===== src/rtl/led_word_serializer.sv =====
// Frames a WIDTH-bit word onto one LED: high sync, LSB-first bit slots, low gap.
// Define LEDSER_REPEAT_EN to replay the held word continuously after the first load.
module led_word_serializer #(
    parameter int WIDTH      = 64,
    parameter int BIT_TICKS  = 1250,
    parameter int SYNC_TICKS = 2500,
    parameter int GAP_TICKS  = 2500
) (
    input  logic             clk,
    input  logic             rst,
    input  logic             load_valid,
    output logic             load_ready,
    input  logic [WIDTH-1:0] load_data,
    output logic             led,
    output logic             busy,
    output logic [6:0]       bit_index,
    output logic             frame_done
);

    localparam int MAXT_A = (SYNC_TICKS > BIT_TICKS) ? SYNC_TICKS : BIT_TICKS;
    localparam int MAXT   = (GAP_TICKS > MAXT_A) ? GAP_TICKS : MAXT_A;
    localparam int CW     = $clog2(MAXT) + 1;

    localparam logic [CW-1:0] SYNC_LAST = CW'(SYNC_TICKS - 1);
    localparam logic [CW-1:0] BIT_LAST  = CW'(BIT_TICKS - 1);
    localparam logic [CW-1:0] GAP_LAST  = CW'(GAP_TICKS - 1);
    localparam logic [6:0]    IDX_LAST  = 7'(WIDTH - 1);

    typedef enum logic [1:0] {
        IDLE,
        SYNC,
        SHIFT,
        GAP
    } state_t;

    state_t           state_q, state_n;
    logic [CW-1:0]    cnt_q, cnt_n;
    logic [6:0]       bit_q, bit_n;
    logic [WIDTH-1:0] held_q, held_n;
    logic [WIDTH-1:0] sel_mask;
    logic             led_n;
    logic             fd_n;
    logic             take;
    logic             gap_end;

    assign gap_end = (state_q == GAP) && (cnt_q == GAP_LAST);

`ifdef LEDSER_REPEAT_EN
    assign load_ready = (state_q == IDLE) || gap_end;
`else
    assign load_ready = (state_q == IDLE);
`endif

    assign busy      = (state_q != IDLE);
    assign bit_index = (state_q == SHIFT) ? bit_q : 7'd0;
    assign take      = load_valid && load_ready;

    always_comb begin
        state_n  = state_q;
        cnt_n    = cnt_q + CW'(1);
        bit_n    = bit_q;
        held_n   = held_q;
        fd_n     = 1'b0;
        led_n    = 1'b0;
        sel_mask = '0;

        if (take) begin
            held_n = load_data;
        end

        unique case (state_q)
            IDLE: begin
                cnt_n = '0;
                bit_n = '0;
                if (take) begin
                    state_n = SYNC;
                end
            end
            SYNC: begin
                if (cnt_q == SYNC_LAST) begin
                    state_n = SHIFT;
                    cnt_n   = '0;
                    bit_n   = '0;
                end
            end
            SHIFT: begin
                if (cnt_q == BIT_LAST) begin
                    cnt_n = '0;
                    if (bit_q == IDX_LAST) begin
                        state_n = GAP;
                        bit_n   = '0;
                    end else begin
                        bit_n = bit_q + 7'd1;
                    end
                end
            end
            GAP: begin
                if (gap_end) begin
                    cnt_n = '0;
                    fd_n  = 1'b1;
`ifdef LEDSER_REPEAT_EN
                    state_n = SYNC;
`else
                    state_n = IDLE;
`endif
                end
            end
            default: begin
                state_n = IDLE;
                cnt_n   = '0;
                bit_n   = '0;
            end
        endcase

        // LED is registered, so it is decoded from the next-state values
        sel_mask = WIDTH'(1) << bit_n;
        unique case (1'b1)
            (state_n == SYNC):  led_n = 1'b1;
            (state_n == SHIFT): led_n = |(held_n & sel_mask);
            default:            led_n = 1'b0;
        endcase
    end

    always_ff @(posedge clk) begin
        if (rst) begin
            state_q    <= IDLE;
            cnt_q      <= '0;
            bit_q      <= '0;
            held_q     <= '0;
            led        <= 1'b0;
            frame_done <= 1'b0;
        end else begin
            state_q    <= state_n;
            cnt_q      <= cnt_n;
            bit_q      <= bit_n;
            held_q     <= held_n;
            led        <= led_n;
            frame_done <= fd_n;
        end
    end

endmodule

===== config.mk =====
export PLATFORM = sky130hd
export DESIGN_NAME = led_word_serializer
export DESIGN_NICKNAME = d
export VERILOG_FILES = /design/src/rtl/led_word_serializer.sv
export SDC_FILE = /design/constraint.sdc
export NUM_CORES = 1
export LEC_CHECK = 0
export CAP_MARGIN = 20
export CORE_MARGIN = 3
export CORE_UTILIZATION = 45
export DETAILED_ROUTE_END_ITERATION = 8
export GPL_TIMING_DRIVEN = 0
export PLACE_DENSITY = 0.7
export RECOVER_POWER = 25
export SLEW_MARGIN = 5
export SYNTH_ARGS = -nofsm -noshare
export SYNTH_HDL_FRONTEND = slang
export SYNTH_SLANG_ARGS = --single-unit

===== constraint.sdc =====
create_clock -name clk -period 6.3 [get_ports clk]
set_input_delay 1.26 -clock clk [delete_from_list [all_inputs] [get_ports clk]]
set_output_delay 1.26 -clock clk [all_outputs]
set_load 0.005 [all_outputs]

==> Yosys cells after proc, flatten, opt, wreduce, memory -nomap -nowiden <==
Index checks and enable logic that the tools add are counted.
{ "classes": {"n_addsub": 2, "n_eq_ne": 8, "shifts": 1, "muxes": 18, "n_bitwise": 2, "reduce_logical": 6} }
{ "op_table": {"columns": ["op", "count"], "rows": [
  ["bitwise AND 64 bit", 1],
  ["two-way mux 64 bit", 1],
  ["OR reduction 64 bit", 1],
  ["<< shifter 1 x 7 -> 64 bit (first input constant)", 1],
  ["one-hot mux 13 bit (4 select lines)", 1],
  ["two-way mux 13 bit", 3],
  ["two-way mux 7 bit", 4],
  ["one-hot mux 7 bit (3 select lines)", 1],
  ["adder 13 x 1 -> 13 bit (second input constant)", 1],
  ["equality test 13 x 11 -> 1 bit (second input constant)", 1],
  ["equality test 13 x 12 -> 1 bit (second input constant)", 1],
  ["two-way mux 2 bit", 5],
  ["one-hot mux 2 bit (4 select lines)", 1],
  ["adder 7 x 1 -> 7 bit (second input constant)", 1],
  ["equality test 7 x 6 -> 1 bit (second input constant)", 1],
  ["equality test 2 bit (second input constant)", 3],
  ["equality test 2 x 1 -> 1 bit (second input constant)", 2],
  ["logical AND 1 bit", 2],
  ["logical NOT 2 bit", 1],
  ["one-hot mux 1 bit (2 select lines)", 1],
  ["nonzero test 2 bit", 1],
  ["OR reduction 2 bit", 1],
  ["two-way mux 1 bit", 1],
  ["NOT 1 bit", 1]
]} }
{ "totals": {"regBits": 88, "input_bits": 67, "output_inout_bits": 11} }

==> Depth between registers and ports, before layout <==
Gate-level depths: netlist of the first run.
{ "depth": {"word_depth": 8, "ltp_mapped": 13, "depth_no_buf": 11} }

==> Worst setup path before layout of the first run <==
No wires, ideal clock.
{ "synth_timing": {"path_type": "input -> register", "from": "input load_valid", "to": "register led", "setup_ns": 0.117, "arrival_ns": 3.326, "t_required_ns": 6.183, "setup_slack_ns": 2.857, "stages": 10, "n_path_buf": 4, "path_cell_list": "and2_1 > buf_2 > buf_2 > buf_1 > clkbuf_1 > a211oi_1 > ha_1 > nor2_1 > and3_1 > a32o_1"} }
{ "synth_via": {"elab_chain_len": 5, "elab_cells_between_ends": 9, "cone_classes": "eq/ne: 2; mux: 4; bitwise: 1; reduce/logical: 2"} }
{ "synth_rtl": {"columns": ["item", "line_no", "text"], "rows": [
  ["start: declaration", "11", "input logic load_valid,"],
  ["logical AND 1 bit *", "56", "assign take = load_valid && load_ready;"],
  ["two-way mux 64 bit or two-way mux 2 bit (tied branches)", "67, 75", null],
  ["bitwise AND 64 bit or one-hot mux 2 bit (4 select lines) (tied branches)", "119, 71", null],
  ["OR reduction 64 bit (tied with other cells)", "119", "(state_n == SHIFT): led_n = |(held_n & sel_mask);"],
  ["one-hot mux 1 bit (2 select lines) *", "117", "unique case (1'b1)"],
  ["end signal: assignment", "137", "led <= led_n;"],
  ["end: declaration", "14", "output logic led,"]
]} }
Every way passes the cells marked *; elsewhere a longest branch is shown, timed or not.
A chain may end at the register's enable or synchronous reset.

==> Final worst setup path of the first run <==
Ends and elaborated chain as after synthesis.

==> metrics, run 1 <==
Via-to-Cell Ratio=5.69; Setup-failing EPs final=0; Buf/Inv on CP=5; Overflow after GRT=0; Seq cells post-synth=88; Core Box Area=roughly 9800 um2; ys flop type=dfxtp_1; Final Wtd Congestion=0.899; drt wl/cell=17.6 um; DRC=0; Startpoint Class=input pin; WP depth=11; synth top area cells=dfxtp_1 39%, mux2i_1 8.6%, nand2_1 7.4%, nor2_1 5.5%, a21oi_1 5.0%; maximum vdd ir drop=0.000104 V; Layout area overhead=25.1%; worst hold path class=reg -> reg; Async SR Flop Fraction=0%; TritonCTS Buffers=9; internal power=0.000868 W; Post-Syn Instances=550; cells along the critical path=clkdlybuf4s50_1 > and2_0 > clkbuf_1 > clkbuf_1 > buf_1 > clkbuf_1 > mux2i_1 > nor3_1 > o31ai_1 > nand4b_1 > a32o_1; crit path capture type=flip-flop; Arr. time, crit path=4.91 ns; fin worst setup slack=1.65 ns; clock share of power=35.2%; post-synthesis sequential area ratio=38.8%; Post-Route Setup TNS=0 ns; share of the synthesized area in the top cell type=38.8%; Reg-to-Reg Start=state_q[1]; Critical Path Slowest Stage Cell=buf_1; max-cap viol count=0; critical path required time=between 6 and 7 ns; Psw=0.000296 W; # Post-CTS Setup Buffers=0; drt total wl=about 14,000 um; cell family with most CP delay=buffers and inverters; Reg2Reg Depth=12; # IOs=78; critical path type=in -> reg; via count=around 4,400; vias in the first global route=4,284; largest area contributor in the netlist=dfxtp_1; Hold Violations, Final=0; Final ANT Viol Nets=0; final instance area=5680 um2; CTS Buffer Depth=2; leading cell type in the layout, fill and taps excluded=nand2_1; first-pass GRT wire length=21,500 um; Placed Cells=760; Hold WS=0.461 ns; effective utilization at floorplan=a little under half; Flop pwr share=between 50 and 60%; Setup Skew=0.00770 ns; Post-Layout Cell Count=776; initial antenna violation count=1; Max stage delay on crit path=about 0.64 ns; clk_lat worst skew=0.37 ns; GR Util All Layers=24.2%; dpl ws=approximately 1.6 ns; clock transition at the registers of the reported paths=0.09 ns; commonest non-fill, non-tap cells in the layout=90 x nand2_1, 88 x dfxtp_1, 74 x clkdlybuf4s50_1; Pre-Repair DR Iteration Count=6; maximum number of pins on one net before global-route repair=15; Fmax achieved=215 MHz; Total Die Area=11,300 um2; CP startpoint=load_valid; Worst Hold Depth=2; clk sinks=88; Detailed Route Iter0 Violations=334; synth unique cells=between 60 and 70; Post-synth EDFFs=0; htree depth=3; CTS tree=done; outcome=complete, no violations; PostCTS Resize Cnt=0; Syn Std Cell Area=4540 um2; switching share of power=~25%; min Tclk post-route=roughly 4.6 ns; Worst-Margin Slew=0.828 ns; layout cells sized above 1=under 10%; mean area per synthesized cell=8.25 um2; Critical Path Most Common Cell=clkbuf_1; final net count=710; Die X=approximately 110 um; Clock Root Buffer=clkbuf_8; CP max FO=10; Slew Limit Headroom=43.4%; HP Start=held_q[35]; unrepaired setup endpoints after global routing=false; Gate power share=13.7%; PwrDens=205 nW/um2; ANT cells=0; Post-Syn Nets=622; Final Max Tran Viols=0; yosys warns=0; IO buf count=77; row cnt=36; die height=106 um; crit share post-route=73.8%; hpwl dp=between 10,000 and 15,000 um; Hold Buf Count CTS=0; static leakage=2.08 nW; post-placement cell area=between 5000 and 6000 um2
[worst reg2reg max path: stages (launching register included)]
cell and delay, ns:
dfxtp_1 0.35, clkbuf_1 0.24, nor2_1 0.27, and2_0 0.16, clkbuf_1 0.23, clkbuf_1 0.54, buf_1 0.64, clkbuf_1 0.51
mux2i_1 0.30, nor3_1 0.07, o31ai_1 0.26, nand4b_1 0.24, a32o_1 0.28
[worst paths after layout]
path | slack [ns] | endpoint
worst max-delay path | 1.65 | led
worst min-delay path | 0.46 | held_q[35]
worst max register to register | 2.13 | led
worst min register to register | 0.46 | held_q[35]
[kinds of logic after synthesis]
family | count (synthesis) | share of synthesized area, %
flops | 88 | 38.8
simple gates | 237 | 25.0
xor+xnor | 14 | 2.70
buf+inv | 44 | 4.69
fa+ha+maj | 5 | 1.38
compound gates | 120 | 18.0
mux | 42 | 9.43
[final cells by class]
| class | instances | area, um2 |
|---|---|---|
| plain buffers | 36 | 179 |
| clock buffers | 12 | 155 |
| clock inverters | 4 | 51.3 |
| fillers | 923 | 4100 |
| inverters | 8 | 30.0 |
| multi-input cells | 418 | 2560 |
| flip-flops and latches | 88 | 1760 |
| well taps | 133 | 166 |
| repair buffers | 77 | 771 |
[power by group through the flow]
stage	Clock [W]	Combinational, W	Sequential [W]
after floorplan	0	0.0000858	0.000604
after global placement	0	0.000156	0.000607
after detailed placement	0	0.000160	0.000608
after CTS	0.000417	0.000160	0.000595
after global routing	0.000441	0.000174	0.000598
final	0.000410	0.000159	0.000595
[synth_stat cells (9+ instances only)]
cell / n
o211ai_1: 9
clkbuf_1: 22
dfxtp_1: 88
mux2i_1: 39
nor2_1: 67
nand2_1: 90
o21ai_0: 11
nand3_1: 14
and2_1: 12
nor3_1: 9
a21oi_1: 45
[flip-flops by register name, summed over array words and instances, names as in the netlist]
name and count:
held_q 64, cnt_q 13, bit_q 7, state_q 2, frame_done 1, led 1
[routing by layer]
layer | share of wire (%) | up-vias | track usage, %
li1 | - | 2132 | -
met1 | 43 | 2064 | 30.9
met2 | 47 | 185 | 40.0
met3 | 7.7 | 29 | 5.46
met4 | 2.2 | 2 | 8.68
met5 | 0.095 | - | 0
[through the flow]
step	power, W	util, %
after floorplan	0.000690	-
after global placement	0.000763	56.0
after detailed placement	0.000768	56.0
after CTS	0.00117	58.1
after global routing	0.00121	58.1
final	0.00116	58.1
Note: power is estimated with default switching activity, not from simulation.
==> run 2, diff against run 1 <==
- clock period: 6.3 -> 4.3 ns (I/O delays scaled with it)
==> run 2 against run 1 <==
  * Non-clock buffer count is the same
  * Wire length about the same
  * Global-route usage did not move
  * Highest routed layer unchanged
  * Combinational power grew 47%
  * Largest power group unchanged
==> metrics, run 2 (same netlist as run 1, synthesis figures left out) <==
first-pass GRT wire length=21,500 um (unchanged); effective utilization at floorplan=46.4% (unchanged); row cnt=36 (unchanged); Startpoint Class=input pin (unchanged); Post-Route Setup TNS=0 ns (unchanged); area of the multi-input gates=2560 um2 (unchanged); PostCTS Resize Cnt=0 (unchanged); Via-to-Cell Ratio=5.67 (was 5.69); register area=1760 um2 (unchanged); CTS tree=done (unchanged); htree depth=3 (unchanged); cell family with most CP delay=buffers and inverters (unchanged); GRT met3 Usage=5.46% (unchanged); drt total wl=13,700 um (about the same); Core Box Area=9770 um2 (unchanged); met1 GRT Util=30.9% (unchanged); final net count=710 (unchanged); maximum number of pins on one net before global-route repair=15 (unchanged); Placed Cells=760 (unchanged); Largest regs=held_q (64), cnt_q (13), bit_q (7) (unchanged); clock transition at the registers of the reported paths=0.09 ns (about the same); # IOs=78 (unchanged); number of flip-flops in the largest register=64 (unchanged); PwrDens=300 nW/um2 (was 205 nW/um2); Slew Limit Headroom=43.4% (about the same); Final Max Tran Viols=0 (unchanged); ANT cells=0 (unchanged); Fmax achieved=~260 MHz; Final Wtd Congestion=0.899 (unchanged); clk sinks=88 (unchanged); vias in the first global route=4,284 (unchanged); cells along the critical path=clkdlybuf4s50_1 > and2_0 > buf_2 > buf_2 > buf_1 > clkbuf_1 > mux2i_1 > nor3_1 > o31ai_1 > nand4b_1 > a32o_1 (was clkdlybuf4s50_1 > and2_0 > clkbuf_1 > clkbuf_1 > buf_1 > clkbuf_1 > mux2i_1 > nor3_1 > o31ai_1 > nand4b_1 > a32o_1); worst hold path class=reg -> reg (unchanged); CP max FO=10 (unchanged); unrepaired setup endpoints after global routing=false (unchanged); # Post-CTS Setup Buffers=0 (unchanged); IO buf count=77 (unchanged); GR peak layer=met2 (unchanged); Post-Layout Cell Count=776 (unchanged); Critical Path Most Common Cell=buf_2 (was clkbuf_1); min Tclk post-route=approximately 4 ns; Overflow after GRT=0 (unchanged); outcome=complete, no violations (unchanged); commonest non-fill, non-tap cells in the layout=90 x nand2_1, 88 x dfxtp_1, 74 x clkdlybuf4s50_1 (unchanged); die height=106 um (unchanged); Critical Path Slowest Stage Cell=buf_1 (unchanged); Detailed Route Iter0 Violations=334 (unchanged); crit path capture type=flip-flop (unchanged); maximum vdd ir drop=0.000153 V (was 0.000104 V); Hold Violations, Final=0 (unchanged); Final ANT Viol Nets=0 (unchanged); Buf/Inv on CP=5 (unchanged); Clock Root Buffer=clkbuf_8 (unchanged); Die X=106 um (unchanged); hpwl dp=10,400 um (unchanged); via count=4,400 (was 4,412); crit share post-route=90.6%; GR Util All Layers=24.2% (unchanged); Max stage delay on crit path=0.61 ns (was 0.64 ns); critical path type=in -> reg (unchanged); Setup Skew=0.00769 ns (was 0.00770 ns); max-cap viol count=0 (unchanged); drt wl/cell=17.6 um (about the same); Arr. time, crit path=4.16 ns (was 4.91 ns); CTS Buffer Depth=2 (unchanged); Total Die Area=11,300 um2 (unchanged); Pre-Repair DR Iteration Count=7 (was 6); Worst-Margin Slew=0.828 ns (about the same); DRC=0 (unchanged); Most flops, register=held_q (unchanged); R2R Setup Slk=0.47 ns (was 2.13 ns); static leakage=2.08 nW (about the same); FILL cells=921 (was 923); TritonCTS Buffers=9 (unchanged); GR Layer Usage met2=40.0% (unchanged); clk_lat worst skew=0.37 ns (about the same); Hold Buf Count CTS=0 (unchanged); layout cells sized above 1=6.69% (was 6.38%); Setup-failing EPs final=0 (unchanged); initial antenna violation count=1 (unchanged); leading cell type in the layout, fill and taps excluded=nand2_1 (unchanged); critical path required time=4.56 ns (was 6.56 ns); Layout area overhead=25.2% (was 25.1%)
==> run 2: cell count changes in the layout (fill, tap and decap cells not counted), sizes merged <==
cell / before / now
buf: 10 / 12
clkbuf: 38 / 36
==> run 2: metal layers <==
metal,up-vias,wire length (um)
met2,181,6410
met3,27,1050
met4,2,293
met1,2059,5890
li1,2131,-
met5,-,13
==> run 2: cell type report <==
class | instances | area share [%]
tap | 133 | 2.93
inverter | 8 | 0.529
buffer | 36 | 3.19
clock buffer | 12 | 2.73
multi-input combinational | 418 | 45.1
clock inverter | 4 | 0.903
timing repair buffer | 77 | 13.6
sequential | 88 | 31.0
==> run 2: report_power, final <==
group	internal (W)	total, W	switching, W
sequential	0.000855	0.000872	0.0000170
clock	0.000302	0.000600	0.000298
combinational	0.000115	0.000233	0.000118
total	0.00127	0.00171	0.000433
==> run 2: final timing paths <==
| check | start | to | cells after the start |
|---|---|---|---|
| setup / recovery | load_valid | led | 11 |
| hold / removal | held_q[35] | held_q[35] | 2 |
| setup reg to reg | state_q[1] | led | 12 |
| hold reg to reg | held_q[35] | held_q[35] | 2 |
==> run 2: worst register-to-register path, cell delays in order, from the launching register on <==
cell and delay, ns:
dfxtp_1 0.35, clkbuf_1 0.24, nor2_1 0.28, and2_0 0.15, buf_2 0.15, buf_2 0.29
buf_1 0.62, clkbuf_1 0.51, mux2i_1 0.30, nor3_1 0.07, o31ai_1 0.26, nand4b_1 0.24
a32o_1 0.28
==> run 2: metrics by stage <==
step | power (W) | util, % | hold slack (ns) | setup slack, ns | area (um2)
5_1_grt | 0.00178 | 58.1 | 0.482 | 0.139 | 5680
2_1_floorplan | 0.00101 | - | 0.428 | 1.26 | 4540
3_5_place_dp | 0.00112 | 56.0 | 0.448 | 0.0387 | 5480
4_1_cts | 0.00172 | 58.1 | 0.462 | 0.435 | 5680
6_report | 0.00171 | 58.1 | 0.461 | 0.404 | 5680
3_3_place_gp | 0.00112 | 56.0 | 0.443 | 0.107 | 5480
==> run 3, diff against run 2 <==
- SETUP_SLACK_MARGIN: not set -> 0.4
==> run 3 against run 2 <==
  * Non-clock buffer count is the same
  * Maximum frequency up 4.5%
  * Cell count did not move
  * Sequential cell count unchanged
  * Core utilization is 0.090 points higher
  * Largest power group unchanged
==> metrics, run 3 (same netlist as run 1, synthesis figures left out) <==
layout cells sized above 1=7.15% (was 6.69%); Via-to-Cell Ratio=5.64 (was 5.67); Detailed Route Iter0 Violations=311 (was 334); Layout area overhead=25.4% (was 25.2%); GR Util All Layers=24.2% (unchanged); first-pass GRT wire length=21,500 um (unchanged); final net count=710 (unchanged); Final ANT Viol Nets=0 (unchanged); # Post-CTS Setup Buffers=0 (unchanged); die height=106 um (unchanged); PwrDens=300 nW/um2 (about the same); CTS Buffer Depth=2 (unchanged); number of flip-flops in the largest register=64 (unchanged); crit path capture type=flip-flop (unchanged); critical path type=in -> reg (unchanged); Startpoint Class=input pin (unchanged); Hold Violations, Final=0 (unchanged); maximum number of pins on one net before global-route repair=15 (unchanged); DRC=0 (unchanged); effective utilization at floorplan=46.4% (unchanged); clk sinks=88 (unchanged); Slew Limit Headroom=44.6% (was 43.4%); vias in the first global route=4,284 (unchanged); drt total wl=13,600 um (was 13,700 um); outcome=complete, no violations (unchanged); worst hold path class=reg -> reg (unchanged); Largest regs=held_q (64), cnt_q (13), bit_q (7) (unchanged); max-cap viol count=0 (unchanged); Core Util, Final=58.2% (was 58.1%); Clock Root Buffer=clkbuf_8 (unchanged); Pre-Repair DR Iteration Count=5 (was 7); static leakage=2.09 nW (was 2.08 nW); Final Max Tran Viols=0 (unchanged); Setup Skew=0.0118 ns (was 0.00769 ns); unrepaired setup endpoints after global routing=false (unchanged); Placed Cells=760 (unchanged); leading cell type in the layout, fill and taps excluded=nand2_1 (unchanged); Total Die Area=11,300 um2 (unchanged); min Tclk post-route=3.73 ns (was 3.90 ns); clk_lat worst skew=0.37 ns (about the same); maximum vdd ir drop=0.000153 V (about the same); CP max FO=10 (unchanged); crit share post-route=86.7% (was 90.6%); hpwl dp=10,400 um (unchanged); Fmax achieved=268 MHz (was 257 MHz); Setup-failing EPs final=0 (unchanged); row cnt=36 (unchanged); Overflow after GRT=0 (unchanged); dpl ws=0.0387 ns (unchanged); clock transition at the registers of the reported paths=0.09 ns (about the same); fin worst setup slack=0.573 ns (was 0.404 ns); ANT cells=0 (unchanged); via count=4,377 (was 4,400); IO buf count=77 (unchanged); # IOs=78 (unchanged); Post-Route Setup TNS=0 ns (unchanged); Most flops, register=held_q (unchanged); drt wl/cell=17.5 um (was 17.6 um); commonest non-fill, non-tap cells in the layout=90 x nand2_1, 88 x dfxtp_1, 74 x clkdlybuf4s50_1 (unchanged); Post-Layout Cell Count=776 (unchanged); critical path required time=4.56 ns (about the same); CTS tree=done (unchanged); Final Wtd Congestion=0.899 (unchanged); htree depth=3 (unchanged); Hold Buf Count CTS=0 (unchanged); Die X=106 um (unchanged); Hold WS=0.462 ns (was 0.461 ns); Arr. time, crit path=3.99 ns (was 4.16 ns); TritonCTS Buffers=9 (unchanged); Core Box Area=9770 um2 (unchanged); initial antenna violation count=1 (unchanged); Worst-Margin Slew=0.811 ns (was 0.828 ns)
==> run 3: cell types whose count changed in the layout (fill, tap and decap cells not counted) <==
cell,before,now
buf_2,4,3
clkbuf_1,24,23
buf_1,3,2
nor4_2,2,3
nor4_1,4,3
clkbuf_2,0,3
==> run 3: path summary, 6_finish.rpt <==
kind              start  depth (start not counted)          to  slack, ns
max          load_valid                         11         led       0.57
min          held_q[35]                          2  held_q[35]       0.46
max reg2reg  state_q[1]                         12         led       0.65
min reg2reg  held_q[35]                          2  held_q[35]       0.46
==> run 3: stage by stage <==
step / power [W] / area (um2)
after floorplan: 0.00101 / 4540
after global placement: 0.00112 / 5480
after detailed placement: 0.00112 / 5480
after CTS: 0.00172 / 5680
after global routing: 0.00178 / 5690
final: 0.00170 / 5690
==> run 3: area by class of cell <==
type,count,area [um2]
Clock inverter,4,51.3
Multi-Input combinational cell,418,2570
Sequential cell,88,1760
Fill cell,923,4090
Timing Repair Buffer,77,771
Clock buffer,12,155
Buffer,36,184
Tap cell,133,166
Inverter,8,30.0
==> run 3: metal layers <==
layer	up-vias	GRT usage (%)	wire [um]	part of all wire (%)
met5	-	0	13	0.096
met2	195	40.0	6340	47
met4	2	8.68	292	2.1
met1	2018	30.9	5930	44
met3	32	5.46	1010	7.5
li1	2130	-	-	-
==> run 3: power by group <==
part | switching (W) | internal (W)
registers | 0.0000170 | 0.000855
logic | 0.000118 | 0.000115
clock network | 0.000297 | 0.000302
total | 0.000432 | 0.00127
==> run 3: timing repair <==
action / 4_1_cts / 5_1_grt
resized for setup: 0 / 6
endpoints found under the setup margin: 0 / 1
endpoints found under the hold margin: 0 / 0
==> run 3: critical path, stage by stage <==
cell and delay (ns):
clkdlybuf4s50_1 0.47, and2_0 0.12, clkbuf_1 0.22, buf_2 0.33, clkbuf_2 0.39, clkbuf_1 0.48
mux2i_1 0.29, nor3_1 0.07, o31ai_1 0.25, nand4b_1 0.23, a32o_1 0.28
